<file path="src/rtl/serial_bit_feeder.sv">
// Word-to-bit serialiser feeding the "1001" detector input.
// Ports: din/din_valid/din_ready in, bit_out/bit_valid/level out.
module serial_bit_feeder #(
    parameter int WIDTH = 8,
    parameter int DEPTH = 4
) (
    input  logic                     clk,
    input  logic                     reset,
    input  logic [WIDTH-1:0]         din,
    input  logic                     din_valid,
    output logic                     din_ready,
    output logic                     bit_out,
    output logic                     bit_valid,
    output logic [$clog2(DEPTH):0]   level
);

    localparam int AW = $clog2(DEPTH);
    localparam int CW = $clog2(WIDTH);

    typedef enum logic {
        IDLE,
        SHIFT
    } state_t;

    logic [WIDTH-1:0] mem [DEPTH];
    logic [AW-1:0]    wr_ptr;
    logic [AW-1:0]    rd_ptr;
    state_t           state;
    state_t           state_nx;
    logic [WIDTH-1:0] shreg;
    logic [WIDTH-1:0] shreg_nx;
    logic [CW-1:0]    bitcnt;
    logic [CW-1:0]    bitcnt_nx;
    logic             push;
    logic             pop;
    logic             has_word;

    // Full check uses registered level only, so a pop on the
    // same edge never frees room for a push.
    assign din_ready = (level != (AW+1)'(DEPTH));
    assign push      = din_valid && din_ready;
    // Registered level excludes a word pushed on this edge.
    assign has_word  = (level != '0);

    assign bit_valid = (state == SHIFT);
    assign bit_out   = (state == SHIFT) ? shreg[WIDTH-1] : 1'b0;

    always_comb begin
        state_nx  = state;
        shreg_nx  = shreg;
        bitcnt_nx = bitcnt;
        pop       = 1'b0;
        unique case (state)
            IDLE: begin
                if (has_word) begin
                    pop       = 1'b1;
                    shreg_nx  = mem[rd_ptr];
                    bitcnt_nx = CW'(WIDTH - 1);
                    state_nx  = SHIFT;
                end
            end
            SHIFT: begin
                if (bitcnt != '0) begin
                    shreg_nx  = {shreg[WIDTH-2:0], 1'b0};
                    bitcnt_nx = bitcnt - 1'b1;
                end else if (has_word) begin
                    // Back-to-back reload keeps the line busy.
                    pop       = 1'b1;
                    shreg_nx  = mem[rd_ptr];
                    bitcnt_nx = CW'(WIDTH - 1);
                end else begin
                    state_nx  = IDLE;
                end
            end
            default: state_nx = IDLE;
        endcase
    end

    always_ff @(posedge clk or negedge reset) begin
        if (!reset) begin
            state  <= IDLE;
            shreg  <= '0;
            bitcnt <= '0;
            wr_ptr <= '0;
            rd_ptr <= '0;
            level  <= '0;
        end else begin
            state  <= state_nx;
            shreg  <= shreg_nx;
            bitcnt <= bitcnt_nx;
            if (push) begin
                wr_ptr <= wr_ptr + 1'b1;
            end
            if (pop) begin
                rd_ptr <= rd_ptr + 1'b1;
            end
            case ({push, pop})
                2'b10:   level <= level + 1'b1;
                2'b01:   level <= level - 1'b1;
                default: level <= level;
            endcase
        end
    end

    // Storage needs no reset; level marks which entries are live.
    always_ff @(posedge clk) begin
        if (push) begin
            mem[wr_ptr] <= din;
        end
    end

endmodule

</file>
<file path="config.mk">
export PLATFORM = sky130hd
export DESIGN_NAME = serial_bit_feeder
export DESIGN_NICKNAME = d
export VERILOG_FILES = /design/src/rtl/serial_bit_feeder.sv
export SDC_FILE = /design/constraint.sdc
export NUM_CORES = 1
export LEC_CHECK = 0
export CORE_ASPECT_RATIO = 0.5
export CORE_MARGIN = 5
export CORE_UTILIZATION = 45
export CTS_BUF_LIST = sky130_fd_sc_hd__clkbuf_16
export CTS_CLUSTER_DIAMETER = 80
export DETAILED_ROUTE_END_ITERATION = 12
export GPL_TIMING_DRIVEN = 0
export PLACE_DENSITY = 0.7
export SETUP_SLACK_MARGIN = 0.1
export SLEW_MARGIN = 20
export SYNTH_ARGS = -nofsm -noshare
export SYNTH_HDL_FRONTEND = slang
export SYNTH_SLANG_ARGS = --single-unit
export TNS_END_PERCENT = 1
</file>
<file path="constraint.sdc">
create_clock -name clk -period 5.8 [get_ports clk]
set_input_delay 1.45 -clock clk [delete_from_list [all_inputs] [get_ports clk]]
set_output_delay 1.45 -clock clk [all_outputs]
set_load 0.01 [all_outputs]
</file>
==> flow_summary_export.csv <==
group,metric,value,unit
power_and_ir_drop,p_seq_share,43.2,%
min_path,min-delay-start,"shreg[0]",
grt,met1_usage,18.4,%
min_path,worstHoldPathType,"reg2reg",
routing,dr.pass1.iters,4,
yosys,syn_area,0.00218,sq mm
setup_path,critPathTopFamily,"buffers and inverters",
clock_tree,cts_resized,0,
setup_path,cp_slowest_stage_delay,0.53,ns
clock_tree,clock_latency,0.28,ns
yosys,yosys-top-cells-area,"edfxtp_1 44%, dfrtp_1 22%, mux4_2 8.3%",
yosys,synthArstFlopShare,37.3,%
final_layout,drive_gt1_share,17.6,%
floorplanning,start_util,48.2,%
power_and_ir_drop,p_per_area,497,mW/mm^2
yosys,avgSynthCellArea,16.2,sq um
setup_path,cp-end-kind,"output pin",
timing,slew_violations,0,
yosys,yosysTopAreaCell,"edfxtp_1",
clock_tree,path_clk_slew,0.06,ns
power_and_ir_drop,p_leak,1.03,nW
power_and_ir_drop,ir_drop,184,uV
yosys,synth_enable_flop_cells,32,
place,pre_cts_ws,2.54,ns
power_and_ir_drop,p_sw,0.395,mW
routing,vias,1172,
power_and_ir_drop,pwr-share-comb,35.1,%
final_layout,fillers,353,
routing,remaining_drc_errors,0,
clock_tree,cts_max_level,2,
floorplanning,die_w,108,microns
yosys,synth_cell_types,33,
routing,wirelength,3650,microns
setup_path,crit_chain,"clkbuf_1 > and2_1 > clkdlybuf4s50_1",
place,place.gp.congestion,0.755,
setup_path,crit_buf_inv,2,
clock_tree,cts_hold_buf,0,
grt,gr-usage-met2,18.6,%
clock_tree,numCtsBuffers,5,
place,portBuffers,16,
final_layout,nets,177,
yosys,synth_seq_cells,51,
yosys,synthCells,135,
setup_path,worstSetupPathType,"reg2out",
grt,top_usage_layer,"met2",
setup_path,required,4.35,ns
final_layout,area_growth,17.6,%
setup_path,crit_arrival,1.91,ns
setup_path,worstSetupStartpointType,"register",
yosys,seq_area_frac_synth,65.8,%
timing,fin_crit_sh,57.9,%
yosys,syn-num-nets,154,
grt,grt_first_pass_wirelength,6000,microns
routing,ant_nets,0,
final_layout,final_core_util,56.6,%
timing,setup_tns,0,ns
yosys,yosys.area.top_type_share,44.0,%
status,status,"finished clean",
timing,tightest_slew,0.835,ns
floorplanning,dieHeight,59.2,microns
clock_tree,post_cts_buffers,0,
timing,relSlewSlack,44.2,%
timing,period_needed,3.36,ns
floorplanning,rows,17,
timing,fmax,0.298,GHz
timing,rsz0062_at_grt,"false",
power_and_ir_drop,clkPwrFrac,21.7,%
grt,antenna_found_initial,0,
grt,grt_pass1_vias,1208,
timing,setup_violations,0,
yosys,synth_top_flop_cell,"edfxtp_1",
yosys,yosys-top-cells-count,"32 x edfxtp_1, 19 x dfrtp_1, 10 x inv_1",
timing,hold_viol,0,
routing,avgViaCountPerCell,5.21,
power_and_ir_drop,p_int,0.880,mW
flow_run,max_cap_viol_count,0,
clock_tree,root_buffer,"clkbuf_16",
setup_path,cp_slowest_cell,"clkdlybuf4s50_1",
setup_path,path_max_fanout,10,
floorplanning,dieArea,0.00643,sq mm
clock_tree,cts_buffer_depth,2,
timing,setup_slack,2.44,ns
grt,use_met3,3.26,%
yosys,yosysMostFrequentCell,"edfxtp_1",
floorplanning,io_pins,17,
place,dpl.hpwl,2540,microns
floorplanning,core,0.00453,sq mm
clock_tree,cts_tree,"done",
clock_tree,cts_sinks,51,
grt,grt_usage,12.8,%
grt,overflow,0,
final_layout,multi_input_area,679,sq um
setup_path,r2r_start,"bitcnt[0]",
final_layout,insertedDiodeCount,0,
power_and_ir_drop,swShare,31.0,%
routing,dr.first_iter.drc_count,55,
timing,fin_skew,0.00334,ns
setup_path,startpoint,"bit_valid",
grt,grt_max_degree,20,
yosys,synth_warnings,0,
final_layout,seqCellArea,0.00144,sq mm
routing,post_drt_wl_per_cell,16.2,microns
## power by group through the flow
stage                     registers, mW  logic (mW)  clock network (mW)
final                             0.552       0.448               0.277
after global routing              0.564       0.495               0.298
after CTS                         0.552       0.454               0.283
after detailed placement          0.559       0.451                   0
after global placement            0.552       0.436                   0
after floorplan                   0.550       0.322                   0
## routing by layer
metal	wire [microns]	vias up
met4	47	0
met5	0	-
met2	1610	23
met1	1870	591
met3	127	5
li1	-	553
## layout make-up
type,instances,share of cell area [%]
Tap cell,66,3.22
Sequential cell,51,56.0
Buffer,5,1.12
Clock buffer,5,4.88
Timing Repair Buffer,16,6.24
Clock inverter,3,0.634
Inverter,10,1.46
Multi-Input combinational cell,69,26.5
## layout by cell type, fill, tap and decap left out, types with 2 or more instances in the layout
master / synthesis / layout
clkdlybuf4s50_1: 0 / 16
xor2_1: 3 / 3
and3_2: 4 / 4
a22oi_1: 7 / 7
nor3_1: 2 / 2
a2bb2oi_1: 7 / 7
a21oi_1: 3 / 3
clkbuf_1: 2 / 2
edfxtp_1: 32 / 32
nand2_1: 8 / 8
inv_1: 10 / 11
dfrtp_1: 19 / 19
xnor2_1: 3 / 3
buf_2: 2 / 2
clkbuf_16: 0 / 5
ha_1: 7 / 7
mux4_2: 8 / 8
## through the flow
step           std cells  power [mW]  area [sq um]  hold WS, ns
4_1_cts              225        1.29          2570        0.525
5_1_grt              225        1.36          2570        0.553
3_5_place_dp         217        1.01          2420        0.506
6_report             225        1.28          2570        0.527
3_3_place_gp         217       0.989          2420        0.492
2_1_floorplan        135       0.872          2180        0.474
## state kept, by name (all words and copies together) (netlist names)
register / count
bitcnt: 3
rd_ptr: 2
level: 3
wr_ptr: 2
shreg: 8
mem: 32
bit_valid: 1
## cells by family after synthesis
group           share of synthesized area, %
fa+ha+maj                               4.93
compound gates                          8.14
simple gates                            6.25
mux                                     9.40
buf+inv                                 3.04
flops                                   65.8
xor+xnor                                2.41
## path summary, 6_finish.rpt
check	endpoint	slack, ns	cells after the start
setup / recovery	bit_out	2.44	3
max in group asynchronous	level[1]	3.64	1
hold / removal	shreg[0]	0.53	1
setup reg to reg	level[2]	3.44	10
hold reg to reg	shreg[0]	0.53	1
min in group asynchronous	shreg[3]	1.64	1
No activity file was read; power rests on OpenSTA's default activity.
